`config.mk`:
```
export PLATFORM = sky130hd
export DESIGN_NAME = dm
export DESIGN_NICKNAME = d
export VERILOG_FILES = /design/src/rtl/ecap5_dproc_pkg.sv /design/src/rtl/dm_imm.sv /design/src/rtl/dm.sv
export SDC_FILE = /design/constraint.sdc
export NUM_CORES = 1
export LEC_CHECK = 0
export CORE_ASPECT_RATIO = 0.8
export CORE_MARGIN = 2
export CORE_UTILIZATION = 50
export DETAILED_ROUTE_END_ITERATION = 7
export PLACE_DENSITY = 0.87
export SYNTH_ARGS = -nofsm -noshare
export SYNTH_HDL_FRONTEND = slang
export SYNTH_HIERARCHICAL = 1
export SYNTH_SLANG_ARGS = --single-unit
```
`constraint.sdc`:
```
create_clock -name clk_i -period 9.75 [get_ports clk_i]
set_input_delay 1.95 -clock clk_i [delete_from_list [all_inputs] [get_ports clk_i]]
set_output_delay 1.95 -clock clk_i [all_outputs]
set_load 0.005 [all_outputs]
```
`src/rtl/ecap5_dproc_pkg.sv`:
```
// Shared ECAP5-DPROC definitions: opcodes, ALU operation codes, branch kinds
// and load/store byte-select constants used by the decode stage.
package ecap5_dproc_pkg;

    localparam logic [6:0] OPCODE_LUI      = 7'b0110111;
    localparam logic [6:0] OPCODE_AUIPC    = 7'b0010111;
    localparam logic [6:0] OPCODE_JAL      = 7'b1101111;
    localparam logic [6:0] OPCODE_JALR     = 7'b1100111;
    localparam logic [6:0] OPCODE_BRANCH   = 7'b1100011;
    localparam logic [6:0] OPCODE_LOAD     = 7'b0000011;
    localparam logic [6:0] OPCODE_STORE    = 7'b0100011;
    localparam logic [6:0] OPCODE_OP_IMM   = 7'b0010011;
    localparam logic [6:0] OPCODE_OP       = 7'b0110011;
    localparam logic [6:0] OPCODE_MISC_MEM = 7'b0001111;
    localparam logic [6:0] OPCODE_SYSTEM   = 7'b1110011;

    localparam logic [2:0] ALU_ADD  = 3'b000;
    localparam logic [2:0] ALU_SLL  = 3'b001;
    localparam logic [2:0] ALU_SLT  = 3'b010;
    localparam logic [2:0] ALU_SLTU = 3'b011;
    localparam logic [2:0] ALU_XOR  = 3'b100;
    localparam logic [2:0] ALU_SR   = 3'b101;
    localparam logic [2:0] ALU_OR   = 3'b110;
    localparam logic [2:0] ALU_AND  = 3'b111;

    localparam logic [6:0] FUNCT7_BASE = 7'b0000000;
    localparam logic [6:0] FUNCT7_ALT  = 7'b0100000;

    localparam logic [3:0] LS_SEL_BYTE = 4'b0001;
    localparam logic [3:0] LS_SEL_HALF = 4'b0011;
    localparam logic [3:0] LS_SEL_WORD = 4'b1111;

    typedef enum logic [2:0] {
        NONE   = 3'd0,
        BEQ    = 3'd1,
        BNE    = 3'd2,
        BLT    = 3'd3,
        BGE    = 3'd4,
        BLTU   = 3'd5,
        BGEU   = 3'd6,
        UNCOND = 3'd7
    } branch_cond_t;

    typedef struct packed {
        logic [31:0]  pc;
        logic [31:0]  alu_operand1;
        logic [31:0]  alu_operand2;
        logic [2:0]   alu_op;
        logic         alu_sub;
        logic         alu_shift_left;
        logic         alu_signed_shift;
        logic         reg_write;
        logic [4:0]   reg_addr;
        branch_cond_t branch_cond;
        logic         branch_jalr;
        logic [19:0]  branch_offset;
        logic         ls_enable;
        logic         ls_write;
        logic         ls_unsigned;
        logic [3:0]   ls_sel;
        logic [31:0]  ls_wdata;
    } dm_bundle_t;

    // Undefined encodings (funct3 = 010/011) return NONE.
    function automatic branch_cond_t branch_cond_from_funct3(input logic [2:0] funct3);
        case (funct3)
            3'b000:  return BEQ;
            3'b001:  return BNE;
            3'b100:  return BLT;
            3'b101:  return BGE;
            3'b110:  return BLTU;
            3'b111:  return BGEU;
            default: return NONE;
        endcase
    endfunction

    function automatic logic [3:0] ls_sel_from_width(input logic [1:0] width);
        case (width)
            2'b00:   return LS_SEL_BYTE;
            2'b01:   return LS_SEL_HALF;
            default: return LS_SEL_WORD;
        endcase
    endfunction

endpackage

```
`src/rtl/dm_imm.sv`:
```
// Combinational RV32I immediate extraction (I/S/B/U/J), all sign-extended to
// 32 bits. Only instruction bits [31:7] carry immediate information.
module dm_imm
    import ecap5_dproc_pkg::*;
(
    input  logic [31:7] instr_i,
    output logic [31:0] imm_i_o,
    output logic [31:0] imm_s_o,
    output logic [31:0] imm_b_o,
    output logic [31:0] imm_u_o,
    output logic [31:0] imm_j_o
);

    assign imm_i_o = {{20{instr_i[31]}}, instr_i[31:20]};
    assign imm_s_o = {{20{instr_i[31]}}, instr_i[31:25], instr_i[11:7]};
    assign imm_b_o = {{19{instr_i[31]}}, instr_i[31], instr_i[7], instr_i[30:25],
                      instr_i[11:8], 1'b0};
    assign imm_u_o = {instr_i[31:12], 12'b0};
    assign imm_j_o = {{11{instr_i[31]}}, instr_i[31], instr_i[19:12], instr_i[20],
                      instr_i[30:21], 1'b0};

endmodule

```
`src/rtl/dm.sv`:
```
// ECAP5-DPROC decode stage: one-entry registered execute bundle behind ready/valid.
// Optional DM_ILLEGAL_EN adds a registered illegal-instruction flag.
module dm
    import ecap5_dproc_pkg::*;
(
    input  logic        clk_i,
    input  logic        rst_i,

    input  logic        input_valid_i,
    output logic        input_ready_o,
    input  logic [31:0] instr_i,
    input  logic [31:0] pc_i,

    output logic [4:0]  rdt_addr1_o,
    output logic [4:0]  rdt_addr2_o,
    input  logic [31:0] rdt_data1_i,
    input  logic [31:0] rdt_data2_i,

    output logic        output_valid_o,
    input  logic        output_ready_i,
    output logic [31:0] pc_o,
    output logic [31:0] alu_operand1_o,
    output logic [31:0] alu_operand2_o,
    output logic [2:0]  alu_op_o,
    output logic        alu_sub_o,
    output logic        alu_shift_left_o,
    output logic        alu_signed_shift_o,
    output logic        reg_write_o,
    output logic [4:0]  reg_addr_o,
    output logic [2:0]  branch_cond_o,
    output logic        branch_jalr_o,
    output logic [19:0] branch_offset_o,
    output logic        ls_enable_o,
    output logic        ls_write_o,
    output logic        ls_unsigned_o,
    output logic [3:0]  ls_sel_o,
    output logic [31:0] ls_wdata_o,
    output logic        illegal_o
);

    logic [6:0]  opcode;
    logic [2:0]  funct3;
    logic [6:0]  funct7;
    logic [4:0]  rd;
    logic [31:0] imm_i, imm_s, imm_b, imm_u, imm_j;
    logic        accept;
    logic        illegal_d;
    logic        valid_d, valid_q;
    dm_bundle_t  dec;
    dm_bundle_t  bundle_d, bundle_q;
    logic        unused_imm_bits;

    assign opcode = instr_i[6:0];
    assign funct3 = instr_i[14:12];
    assign funct7 = instr_i[31:25];
    assign rd     = instr_i[11:7];

    assign rdt_addr1_o = instr_i[19:15];
    assign rdt_addr2_o = instr_i[24:20];

    dm_imm u_imm (
        .instr_i (instr_i[31:7]),
        .imm_i_o (imm_i),
        .imm_s_o (imm_s),
        .imm_b_o (imm_b),
        .imm_u_o (imm_u),
        .imm_j_o (imm_j)
    );

    // Branch/jump immediates only contribute bits [20:1] to the offset.
    assign unused_imm_bits = ^{imm_b[31:21], imm_b[0], imm_j[31:21], imm_j[0]};

    assign input_ready_o = !valid_q || output_ready_i;
    assign accept        = input_valid_i && input_ready_o;

    always_comb begin
        dec             = '0;
        dec.pc          = pc_i;
        dec.branch_cond = NONE;
        illegal_d       = 1'b0;
        case (opcode)
            OPCODE_LUI: begin
                dec.alu_operand2 = imm_u;
                dec.reg_write    = 1'b1;
            end
            OPCODE_AUIPC: begin
                dec.alu_operand1 = pc_i;
                dec.alu_operand2 = imm_u;
                dec.reg_write    = 1'b1;
            end
            OPCODE_JAL: begin
                dec.alu_operand1  = pc_i;
                dec.alu_operand2  = 32'd4;
                dec.reg_write     = 1'b1;
                dec.branch_cond   = UNCOND;
                dec.branch_offset = imm_j[20:1];
            end
            OPCODE_JALR: begin
                dec.alu_operand1  = pc_i;
                dec.alu_operand2  = 32'd4;
                dec.reg_write     = 1'b1;
                dec.branch_cond   = UNCOND;
                dec.branch_jalr   = 1'b1;
                dec.branch_offset = imm_i[20:1];
            end
            OPCODE_BRANCH: begin
                dec.alu_operand1  = rdt_data1_i;
                dec.alu_operand2  = rdt_data2_i;
                dec.alu_sub       = 1'b1;
                dec.branch_cond   = branch_cond_from_funct3(funct3);
                dec.branch_offset = imm_b[20:1];
                illegal_d         = (dec.branch_cond == NONE);
            end
            OPCODE_LOAD: begin
                dec.alu_operand1 = rdt_data1_i;
                dec.alu_operand2 = imm_i;
                dec.reg_write    = 1'b1;
                dec.ls_enable    = 1'b1;
                dec.ls_unsigned  = funct3[2];
                dec.ls_sel       = ls_sel_from_width(funct3[1:0]);
                // Legal widths: LB, LH, LW, LBU, LHU.
                illegal_d        = (funct3[1:0] == 2'b11) || (funct3[2] && funct3[1]);
            end
            OPCODE_STORE: begin
                dec.alu_operand1 = rdt_data1_i;
                dec.alu_operand2 = imm_s;
                dec.ls_enable    = 1'b1;
                dec.ls_write     = 1'b1;
                dec.ls_sel       = ls_sel_from_width(funct3[1:0]);
                dec.ls_wdata     = rdt_data2_i;
                illegal_d        = funct3[2] || (funct3[1:0] == 2'b11);
            end
            OPCODE_OP_IMM: begin
                dec.alu_operand1     = rdt_data1_i;
                dec.alu_operand2     = imm_i;
                dec.alu_op           = funct3;
                dec.reg_write        = 1'b1;
                dec.alu_shift_left   = (funct3 == ALU_SLL);
                dec.alu_signed_shift = (funct3 == ALU_SR) && funct7[5];
                illegal_d = ((funct3 == ALU_SLL) && (funct7 != FUNCT7_BASE)) ||
                            ((funct3 == ALU_SR) && (funct7 != FUNCT7_BASE) &&
                             (funct7 != FUNCT7_ALT));
            end
            OPCODE_OP: begin
                dec.alu_operand1     = rdt_data1_i;
                dec.alu_operand2     = rdt_data2_i;
                dec.alu_op           = funct3;
                dec.reg_write        = 1'b1;
                dec.alu_sub          = (funct3 == ALU_ADD) && funct7[5];
                dec.alu_shift_left   = (funct3 == ALU_SLL);
                dec.alu_signed_shift = (funct3 == ALU_SR) && funct7[5];
                illegal_d = !((funct7 == FUNCT7_BASE) ||
                              ((funct7 == FUNCT7_ALT) &&
                               ((funct3 == ALU_ADD) || (funct3 == ALU_SR))));
            end
            OPCODE_MISC_MEM, OPCODE_SYSTEM: begin
                illegal_d = 1'b0;
            end
            default: begin
                illegal_d = 1'b1;
            end
        endcase

        // Writes to x0 are dropped here so execute never sees them.
        if (rd == 5'd0) begin
            dec.reg_write = 1'b0;
        end
        dec.reg_addr = dec.reg_write ? rd : 5'd0;

        bundle_d = dec;
        if (illegal_d) begin
            bundle_d             = '0;
            bundle_d.pc          = pc_i;
            bundle_d.branch_cond = NONE;
        end
    end

    always_comb begin
        valid_d = valid_q;
        if (accept) begin
            valid_d = 1'b1;
        end else if (output_ready_i) begin
            valid_d = 1'b0;
        end
    end

    always_ff @(posedge clk_i or posedge rst_i) begin
        if (rst_i) begin
            valid_q  <= 1'b0;
            bundle_q <= '0;
        end else begin
            valid_q <= valid_d;
            if (accept) begin
                bundle_q <= bundle_d;
            end
        end
    end

`ifdef DM_ILLEGAL_EN
    logic illegal_q;

    always_ff @(posedge clk_i or posedge rst_i) begin
        if (rst_i) begin
            illegal_q <= 1'b0;
        end else if (accept) begin
            illegal_q <= illegal_d;
        end
    end

    assign illegal_o = illegal_q;
`else
    assign illegal_o = 1'b0;
`endif

    assign output_valid_o     = valid_q;
    assign pc_o               = bundle_q.pc;
    assign alu_operand1_o     = bundle_q.alu_operand1;
    assign alu_operand2_o     = bundle_q.alu_operand2;
    assign alu_op_o           = bundle_q.alu_op;
    assign alu_sub_o          = bundle_q.alu_sub;
    assign alu_shift_left_o   = bundle_q.alu_shift_left;
    assign alu_signed_shift_o = bundle_q.alu_signed_shift;
    assign reg_write_o        = bundle_q.reg_write;
    assign reg_addr_o         = bundle_q.reg_addr;
    assign branch_cond_o      = bundle_q.branch_cond;
    assign branch_jalr_o      = bundle_q.branch_jalr;
    assign branch_offset_o    = bundle_q.branch_offset;
    assign ls_enable_o        = bundle_q.ls_enable;
    assign ls_write_o         = bundle_q.ls_write;
    assign ls_unsigned_o      = bundle_q.ls_unsigned;
    assign ls_sel_o           = bundle_q.ls_sel;
    assign ls_wdata_o         = bundle_q.ls_wdata;

endmodule

```
==> flow_metrics.tcl <==
set metrics [dict create \
    violations "DRC" \
    rows 43 \
    hold_class "reg2reg" \
    pre_cts_ws_ns 4.50 \
    seq_power_share_pct 46.7 \
    crit_path_top_delay_cell "clkdlybuf4s50_1" \
    grt_start_max_net_pins 107 \
    arrival_ns 3.13 \
    postRouteAntennaNets 0 \
    grt_pass1_wl_mm 40.7 \
    dr.pass1.iters 8 \
    crit_required_ns 7.80 \
    cts-root-buf "clkbuf_16" \
    syn_area_per_cell_um2 10.1 \
    cp_num_buf_inv 2 \
    slowest_delay_ns 0.53 \
    period_needed_ns 5.08 \
    grt_pass1_vias 7237 \
    cts_tree "yes" \
    fin_nets 1169 \
    cap_viol_max_count 0 \
    cts_hold_buf 0 \
    critPathLaunchType "input pin" \
    synth_cells 901 \
    netlist_area_mm2 0.00906 \
    drt_iter0_drc 818 \
    post_cts_buffers 0 \
    antenna_found_initial 0 \
    fin_ws_ns 4.67 \
    wl_mm 26.1 \
    power_frac_clock_pct 39.9 \
    area_delta_synth_final_pct 29.0 \
    coreArea_mm2 0.0175 \
    hold_viol 0 \
    end_kind "output pin" \
    p_int_uw 1170 \
    crit_type "in2out" \
    gp_congestion 0.822 \
    seq_area_mm2 0.00425 \
    clkLatencyLatePin_ns 0.42 \
    yosysWarnings 6 \
    p_sw_uw 408 \
    grt_usage_pct 26.9 \
    slew_violations 0 \
    crit_family "buffers and inverters" \
    pwr-share-comb_pct 13.4 \
    worstMarginPinSlew_ns 1.16 \
    fin_crit_sh_pct 52.1 \
    cts-resized-gates 0 \
    initial_core_util_pct 51.6 \
    rsz0062_at_grt "no" \
    die_y_um 124 \
    p_leak_uw 0.00525 \
    route.detailed.wl_per_inst_um 20.5 \
    path_cells "clkdlybuf4s50_1, nand2b_1, clkdlybuf4s50_1" \
    drc 41 \
    powerDensity_mw_per_mm2 135 \
    peakVddDrop_mv 0.0880 \
    power_uw 1580 \
    clock_path_buffers 2 \
    stdcell_count 1275 \
    setup_viol 0 \
    dieArea_mm2 0.0192 \
    layout-drive-gt1-share_pct 5.33 \
    max_freq_mhz 197 \
    status "complete, but fails checks" \
    nFillCells 1390 \
    port_buffers 314 \
    multiInputGateArea_mm2 0.00336 \
    p_sw_share_pct 25.9 \
    cts.reportedPaths.clkPinSlew_ns 0.06 \
    clock_skew_ns 0.00733 \
    htree_levels 4 \
    crit_fanout 4 \
    cts_buffers 17 \
    vias_per_cell 5.80 \
    setup_tns_ns 0 \
    dp_cells 1243 \
    antenna_cells 0 \
    vias 7394 \
    crit_top_cell "clkdlybuf4s50_1" \
    grt-ovfl-total 0 \
    die_w_um 154 \
    clock-sinks 170 \
    layout_commonest_cell "clkdlybuf4s50_1" \
    ios 316 \
    final_cell_mix "clkdlybuf4s50_1 (312), nand2_1 (192), dfrtp_1 (170)" \
    dp_hpwl_mm 17.8 \
    relSlewSlack_pct 22.8 \
]
## registers in the layout, indices dropped and copies added (netlist names)
register / count
alu_op_o: 3
alu_operand1_o: 32
alu_operand2_o: 32
alu_shift_left_o: 1
alu_signed_shift_o: 1
alu_sub_o: 1
branch_cond_o: 3
branch_jalr_o: 1
branch_offset_o: 20
ls_sel_o: 3
ls_unsigned_o: 1
ls_wdata_o: 32
ls_write_o: 1
output_valid_o: 1
pc_o: 32
reg_addr_o: 5
reg_write_o: 1
## final timing paths
check                                from            endpoint  slack [ns]  depth (start not counted)
max                        output_ready_i       input_ready_o        4.67                          3
min                              pc_o[12]            pc_o[12]        0.47                          2
max reg2reg                output_valid_o  alu_operand1_o[17]        6.58                          7
min reg2reg                      pc_o[12]            pc_o[12]        0.47                          2
max in group asynchronous           rst_i  alu_operand2_o[30]        6.20                          3
min in group asynchronous           rst_i            pc_o[26]        2.05                          2
## cell type report
type / count / area share [%]
clock buffer: 21 / 3.86
clock inverter: 11 / 0.750
inverter: 5 / 0.203
multi-input combinational: 517 / 28.8
sequential: 170 / 36.4
tap: 225 / 2.41
timing repair buffer: 326 / 27.6
## worst register-to-register path, stage by stage, from the launching register on
cell,delay (ns)
dfrtp_1,0.34
nand2b_1,0.13
nand2_4,0.86
buf_4,0.81
nor3_2,0.12
buf_4,0.28
a22o_1,0.30
a22o_1,0.22
## metal layers
layer  vias to the layer above  global-route usage [%]  part of all wire [%]
li1                       3346                       -                     -
met1                      3628                    38.3                    45
met2                       367                    39.7                    45
met3                        53                    7.06                   7.5
met4                         0                    9.59                   2.7
met5                         -                       0                     0
## through the flow
| stage | instance area [µm²] | util (%) | hold WS [ns] |
|---|---|---|---|
| global route | 11700 | 66.6 | 0.492 |
| CTS | 11700 | 66.6 | 0.477 |
| global placement | 11100 | 63.5 | 0.457 |
| detailed placement | 11100 | 63.5 | 0.462 |
| floorplan | 9100 | - | 0.470 |
| finish | 11700 | 66.6 | 0.470 |
## power groups by stage
stage	clock network (µW)	registers [µW]	logic, µW
floorplan	0	751	116
global placement	0	749	208
detailed placement	0	749	211
CTS	639	736	212
global route	672	738	230
finish	629	736	211
Power figures use the tool's default switching activity.
